==> src/rtl/pong_pkg.sv <==
// Shared geometry, derived clamp limits, state encoding and small helpers
// for the per-frame Pong game datapath.
package pong_pkg;
  localparam logic [9:0] FIELD_TOP    = 10'd20;
  localparam logic [9:0] FIELD_BOTTOM = 10'd420;
  localparam logic [9:0] FIELD_LEFT   = 10'd20;
  localparam logic [9:0] FIELD_RIGHT  = 10'd620;
  localparam logic [9:0] LEFT_FACE    = 10'd43;
  localparam logic [9:0] RIGHT_FACE   = 10'd597;
  localparam logic [9:0] PADDLE_HALF  = 10'd25;
  localparam logic [9:0] BALL_RADIUS  = 10'd4;

  // Limits keep paddle and ball one pixel clear of the border or paddle face.
  localparam logic [9:0] PADDLE_MIN   = FIELD_TOP + PADDLE_HALF + 10'd1;
  localparam logic [9:0] PADDLE_MAX   = FIELD_BOTTOM - PADDLE_HALF - 10'd1;
  localparam logic [9:0] BALL_Y_MIN   = FIELD_TOP + BALL_RADIUS + 10'd1;
  localparam logic [9:0] BALL_Y_MAX   = FIELD_BOTTOM - BALL_RADIUS - 10'd1;
  localparam logic [9:0] BALL_X_HIT_L = LEFT_FACE + BALL_RADIUS + 10'd1;
  localparam logic [9:0] BALL_X_HIT_R = RIGHT_FACE - BALL_RADIUS - 10'd1;
  localparam logic [9:0] BALL_X_OUT_L = FIELD_LEFT + BALL_RADIUS + 10'd1;
  localparam logic [9:0] BALL_X_OUT_R = FIELD_RIGHT - BALL_RADIUS - 10'd1;
  localparam logic [9:0] HIT_REACH    = PADDLE_HALF + BALL_RADIUS;

  localparam logic [9:0] PADDLE_HOME  = 10'd220;
  localparam logic [9:0] BALL_HOME_X  = 10'd320;
  localparam logic [9:0] BALL_HOME_Y  = 10'd220;
  localparam logic [3:0] MAX_SCORE    = 4'd9;

  localparam logic [1:0] ST_SERVE     = 2'd0;
  localparam logic [1:0] ST_PLAY      = 2'd1;
  localparam logic [1:0] ST_POINT     = 2'd2;
  localparam logic [1:0] ST_GAME_OVER = 2'd3;

  function automatic logic in_reach(input logic [10:0] pos, input logic [9:0] centre);
    logic [10:0] c;
    logic [10:0] r;
    c = {1'b0, centre};
    r = {1'b0, HIT_REACH};
    return (pos + r >= c) && (pos <= c + r);
  endfunction

  function automatic logic [3:0] sat_inc(input logic [3:0] s);
    return (s >= MAX_SCORE) ? MAX_SCORE : s + 4'd1;
  endfunction
endpackage

==> src/rtl/paddle_ctrl.sv <==
// One paddle: button decode, saturating move, freeze/recentre and the centre register.
module paddle_ctrl
  import pong_pkg::*;
#(
  parameter int SPEED = 4
) (
  input  logic       clk,
  input  logic       reset,
  input  logic       tick,
  input  logic       up,
  input  logic       down,
  input  logic       freeze,
  input  logic       recentre,
  output logic [9:0] centre
);
  localparam logic [9:0] STEP = 10'(SPEED);

  always_ff @(posedge clk) begin
    if (reset) begin
      centre <= PADDLE_HOME;
    end else if (tick) begin
      if (recentre) begin
        centre <= PADDLE_HOME;
      end else if (!freeze) begin
        // Compare before stepping so the centre saturates instead of wrapping.
        if (up && !down)
          centre <= (centre <= PADDLE_MIN + STEP) ? PADDLE_MIN : centre - STEP;
        else if (down && !up)
          centre <= (centre >= PADDLE_MAX - STEP) ? PADDLE_MAX : centre + STEP;
      end
    end
  end
endmodule

==> src/rtl/pong_game_state.sv <==
// Per-frame Pong game state: paddles, ball motion, scoring and the
// serve / play / point / game-over sequencing, advanced on frame_tick.
module pong_game_state
  import pong_pkg::*;
#(
  parameter int PADDLE_SPEED = 4,
  parameter int BALL_SPEED   = 2,
  parameter int SERVE_FRAMES = 60,
  parameter int WIN_SCORE    = 9
) (
  input  logic       clk,
  input  logic       reset,
  input  logic       frame_tick,
  input  logic       left_up,
  input  logic       left_down,
  input  logic       right_up,
  input  logic       right_down,
  input  logic       start,
  output logic [9:0] leftPaddle,
  output logic [9:0] rightPaddle,
  output logic [9:0] ball_center_x,
  output logic [9:0] ball_center_y,
  output logic [3:0] scoreLeft,
  output logic [3:0] scoreRight,
  output logic       game_over
);
  // state        | meaning
  // ST_SERVE     | ball parked at centre, serve counter running
  // ST_PLAY      | ball moving; walls, paddle hits and misses resolved per frame
  // ST_POINT     | single frame that credits the scorer
  // ST_GAME_OVER | a player reached WIN_SCORE; paddles frozen until start

  localparam logic [10:0] STEP       = 11'(BALL_SPEED);
  localparam logic [7:0]  SERVE_LAST = 8'(SERVE_FRAMES - 1);
  localparam logic [3:0]  WIN        = 4'(WIN_SCORE);

  logic [1:0]  state;
  logic [7:0]  serve_cnt;
  logic        dx_pos, dy_pos, right_scored;
  logic [10:0] nx, ny;
  logic        left_zone, right_zone, hit_left, hit_right, left_out, right_out;
  logic        freeze, recentre;
  logic [3:0]  score_next;

  assign game_over = (state == ST_GAME_OVER);
  assign freeze    = (state == ST_GAME_OVER);
  assign recentre  = (state == ST_GAME_OVER) && start;

  paddle_ctrl #(.SPEED(PADDLE_SPEED)) u_left (
    .clk(clk), .reset(reset), .tick(frame_tick), .up(left_up), .down(left_down),
    .freeze(freeze), .recentre(recentre), .centre(leftPaddle)
  );

  paddle_ctrl #(.SPEED(PADDLE_SPEED)) u_right (
    .clk(clk), .reset(reset), .tick(frame_tick), .up(right_up), .down(right_down),
    .freeze(freeze), .recentre(recentre), .centre(rightPaddle)
  );

  // Hit tests see the paddle registers before this frame's paddle move.
  always_comb begin
    nx = '0;
    ny = '0;
    if (dx_pos) nx = {1'b0, ball_center_x} + STEP;
    else if ({1'b0, ball_center_x} >= STEP) nx = {1'b0, ball_center_x} - STEP;
    if (dy_pos) ny = {1'b0, ball_center_y} + STEP;
    else if ({1'b0, ball_center_y} >= STEP) ny = {1'b0, ball_center_y} - STEP;
    hit_left   = in_reach(ny, leftPaddle);
    hit_right  = in_reach(ny, rightPaddle);
    left_zone  = !dx_pos && (nx <= {1'b0, BALL_X_HIT_L});
    right_zone = dx_pos && (nx >= {1'b0, BALL_X_HIT_R});
    left_out   = left_zone && !hit_left && (nx <= {1'b0, BALL_X_OUT_L});
    right_out  = right_zone && !hit_right && (nx >= {1'b0, BALL_X_OUT_R});
    score_next = right_scored ? sat_inc(scoreRight) : sat_inc(scoreLeft);
  end

  always_ff @(posedge clk) begin
    if (reset) begin
      state         <= ST_SERVE;
      serve_cnt     <= '0;
      ball_center_x <= BALL_HOME_X;
      ball_center_y <= BALL_HOME_Y;
      dx_pos        <= 1'b1;
      dy_pos        <= 1'b1;
      right_scored  <= 1'b0;
      scoreLeft     <= '0;
      scoreRight    <= '0;
    end else if (frame_tick) begin
      case (state)
        ST_SERVE: begin
          ball_center_x <= BALL_HOME_X;
          ball_center_y <= BALL_HOME_Y;
          if (serve_cnt == SERVE_LAST) begin
            serve_cnt <= '0;
            state     <= ST_PLAY;
          end else begin
            serve_cnt <= serve_cnt + 8'd1;
          end
        end
        ST_PLAY: begin
          if (left_out || right_out) begin
            // Serve heads toward whoever conceded; vertical direction flips each serve.
            ball_center_x <= BALL_HOME_X;
            ball_center_y <= BALL_HOME_Y;
            dx_pos        <= right_out;
            dy_pos        <= ~dy_pos;
            right_scored  <= left_out;
            state         <= ST_POINT;
          end else begin
            if (ny <= {1'b0, BALL_Y_MIN}) begin
              ball_center_y <= BALL_Y_MIN;
              dy_pos        <= 1'b1;
            end else if (ny >= {1'b0, BALL_Y_MAX}) begin
              ball_center_y <= BALL_Y_MAX;
              dy_pos        <= 1'b0;
            end else begin
              ball_center_y <= ny[9:0];
            end
            if (left_zone && hit_left) begin
              ball_center_x <= BALL_X_HIT_L;
              dx_pos        <= 1'b1;
            end else if (right_zone && hit_right) begin
              ball_center_x <= BALL_X_HIT_R;
              dx_pos        <= 1'b0;
            end else begin
              ball_center_x <= nx[9:0];
            end
          end
        end
        ST_POINT: begin
          if (right_scored) scoreRight <= score_next;
          else scoreLeft <= score_next;
          state <= (score_next == WIN) ? ST_GAME_OVER : ST_SERVE;
        end
        ST_GAME_OVER: begin
          ball_center_x <= BALL_HOME_X;
          ball_center_y <= BALL_HOME_Y;
          if (start) begin
            scoreLeft  <= '0;
            scoreRight <= '0;
            state      <= ST_SERVE;
          end
        end
      endcase
    end
  end
endmodule

==> config.mk <==
export PLATFORM = sky130hd
export DESIGN_NAME = pong_game_state
export DESIGN_NICKNAME = d
export VERILOG_FILES = /design/src/rtl/pong_pkg.sv /design/src/rtl/paddle_ctrl.sv /design/src/rtl/pong_game_state.sv
export SDC_FILE = /design/constraint.sdc
export NUM_CORES = 1
export LEC_CHECK = 0
export CORE_UTILIZATION = 60
export CTS_CLUSTER_DIAMETER = 40
export DETAILED_ROUTE_END_ITERATION = 7
export PLACE_DENSITY = 0.85
export RECOVER_POWER = 50
export SYNTH_ARGS = -nofsm -noshare
export SYNTH_HDL_FRONTEND = slang
export SYNTH_SLANG_ARGS = --single-unit
==> constraint.sdc <==
create_clock -name clk -period 13.5 [get_ports clk]
set_input_delay 4.05 -clock clk [delete_from_list [all_inputs] [get_ports clk]]
set_output_delay 4.05 -clock clk [all_outputs]
set_load 0.01 [all_outputs]
==> qor.yml <==
cts_root_buf: "clkbuf_8"
fin_worst_skew_ns: 0.01189
clockBufferDepth: 2
fill_cells: 797
setup_viol: 0
num_rows: 35
synth-compound-area-share_pct: 26.67
avgSynthCellArea_sq_um: 7.559
grt_max_degree: 48
postCtsResizedCells: 0
synth_cells: 779
cts-hold-fix-buffers: 0
ys_warn_count: 0
worst_pin_slew_ns: 1.041
synth-simple-area-share_pct: 25.90
cp-end-kind: "flip-flop"
dpl.cell_count: 921
ys_seq_elements: 59
hpwl_mm: 12.10
cp-start-kind: "input pin"
cts_setup_buffers: 0
drt_first_pass_iters: 8
ios: 57
setup_tns_ns: 0
cts_tree: "yes"
ir_drop_mv: 0.04524
finalHoldViolations: 0
rr_worst_depth: 21
grt_pass1_wl_mm: 26.55
r2r_setup_slack_ns: 7.55
synthAdderAreaFrac_pct: 12.75
slew_headroom_pct: 30.27
antenna_found_initial: 0
synthFlopType: "dfxtp_1"
synthToLayoutAreaGrowth_pct: 12.58
netlist_top_cells_area: "dfxtp_1 20%, ha_1 13%, a21oi_1 4.8%, xnor2_1 4.8%, nand2_1 4.4%"
avgViaCountPerCell: 6.503
synth_cell_types: 80
grt_remaining_overflow: 0
startpoint: "frame_tick"
port_buffers: 54
wire_per_inst_um: 17.30
die-area_sq_um: 10210
total_power_uw: 453.8
cts-buffers-inserted: 9
synth_xor_area_share_pct: 6.991
cellLeakagePower_uw: 0.002656
worstHoldPathCells: 2
layout.cells.non_filler: 936
hp-class: "reg2reg"
die_h_um: 101.1
crit_required_ns: 13.74
clkSinkCount: 59
cp_max_fo: 15
muxShareOfSynthArea_pct: 1.232
core_area_sq_um: 9371
fmax_mhz: 153.0
antenna_cells: 0
gp_congestion: 0.9487
synth_top_family_by_area: "compound AO/OA/AOI/OAI gates"
max-cap-violations: 0
rsz0062_at_grt: "no"
drive_above_1_share_pct: 5.081
drc: 0
yosysSeqAreaShare_pct: 20.06
via_count: 6087
synth_enable_flop_cells: 0
cts_htree_levels: 3
cp.arrival_ns: 6.78
power.density_nw_per_um2: 68.46
drt_first_iter_violations: 389
yosys.cell_count.top_type: "nand2_1"
gr-usage-all-layers_pct: 32.39
finalCriticalPeriod_ns: 6.536
r2r_start: "ball_center_y[1]$_SDFFE_PP0P_"
drtAntennaViolNets: 0
regToRegEndpoint: "ball_center_x[1]$_SDFFE_PP0P_"
start_util_pct: 62.83
endpoint: "u_left.centre[4]$_SDFFE_PP1P_"
yosysTopAreaCellShare_pct: 20.06
synth_common_cells: "69 x nand2_1, 61 x nor2_1, 60 x ha_1, 59 x dfxtp_1, 56 x a21oi_1"
yosysTopAreaCell: "dfxtp_1"
cts.clk_slew.worst_paths_ns: 0.07
outcome: "finished, final reports clean"
post-route-period-util_pct: 48.42
maxSlewViolCount: 0
fp.dieW_um: 101.1
grt_pass1_vias: 5619
drt-total-wl_mm: 16.20
async_reset_ff_share_pct: 0
layout.nets: 871
synthesis.area_sq_um: 5888
worst-setup-path-type: "in2reg"
worstSkewPairLatency_ns: 0.35
[worst max-delay path, stage by stage]
cell and delay, ns:
dlygate4sd3_1 0.76, o21ai_0 0.43, a31oi_1 0.90, o211ai_1 0.23
o21ai_0 0.20, nand2_1 0.07, o21ai_0 0.07, nand2b_1 0.06
[flip-flops by register name (all words and copies together), names as in the netlist]
name,cells
dx_pos,1
ball_center_y,10
serve_cnt,8
scoreRight,4
u_right.centre,9
right_scored,1
state,2
u_left.centre,9
ball_center_x,10
dy_pos,1
scoreLeft,4
[metrics by stage]
stage                     setup WS, ns  cell area, sq um  util (%)  hold slack [ns]
after floorplan                  7.925              5892         -           0.4533
after global placement           6.896              6416     68.46           0.4596
after detailed placement         6.777              6416     68.46           0.4823
after CTS                        7.126              6629     70.73           0.4896
after global routing             6.690              6629     70.73           0.5374
final                            6.964              6629     70.73           0.4880
[power breakdown]
part | switching (uW) | internal (uW)
Combinational | 51.0 | 40.1
Sequential | 10.1 | 178
Clock | 70.0 | 105
Total | 131 | 323
[logic make-up after synthesis]
kind of cell             count (synthesis)
buffers and inverters                   92
multiplexers                             6
adder cells (fa/ha/maj)                 60
AO/OA/AOI/OAI                          225
other                                    1
flip-flops                              59
AND/OR/NAND/NOR                        289
XOR/XNOR                                47
[per-layer routing]
layer  global-route usage, %  vias to the layer above  wire length [um]
met5                       0                        -                 0
met1                   41.24                     2816              6783
met3                   6.033                       36              1484
met4                   12.37                        0               286
met2                   54.06                      322              7641
li1                        -                     2913                 -
[worst min-delay path by stage]
stage,start,endpoint,slack [ns]
after floorplan,serve_cnt[1]$_SDFFE_PP0P_,serve_cnt[1]$_SDFFE_PP0P_,0.45
after global placement,serve_cnt[1]$_SDFFE_PP0P_,serve_cnt[1]$_SDFFE_PP0P_,0.46
after detailed placement,serve_cnt[1]$_SDFFE_PP0P_,serve_cnt[1]$_SDFFE_PP0P_,0.48
after CTS,serve_cnt[1]$_SDFFE_PP0P_,serve_cnt[1]$_SDFFE_PP0P_,0.49
after global routing,serve_cnt[1]$_SDFFE_PP0P_,serve_cnt[1]$_SDFFE_PP0P_,0.54
final,serve_cnt[1]$_SDFFE_PP0P_,serve_cnt[1]$_SDFFE_PP0P_,0.49
[cell type report]
class	count	area, sq um	share of cell area (%)
tap	129	161.4	2.435
multi-input combinational	629	4338	65.44
clock buffer	14	182.7	2.756
clock inverter	1	30.03	0.4530
timing repair buffer	56	555.5	8.381
sequential	59	1181	17.82
inverter	48	180.2	2.718
[layout by cell type, fill, tap and decap left out, drive strengths merged, types with 7 or more instances in the layout]
master	netlist	layout
nand2	70	70
nor2	61	61
ha	60	60
dfxtp	59	59
a21oi	58	58
inv	48	48
o21ai	36	36
dlygate4sd3	0	34
xnor2	32	32
nor3	28	28
nand2b	25	25
clkdlybuf4s50	0	20
nand3	19	19
nand4	18	18
a31oi	16	16
xor2	15	15
a21o	14	14
clkbuf	35	14
nor4	14	14
o21a	9	9
and4	9	9
o21bai	8	8
and3	7	7
or3	7	7
a211oi	7	7
o22ai	7	7
Note: power is estimated with default switching activity, not from simulation.
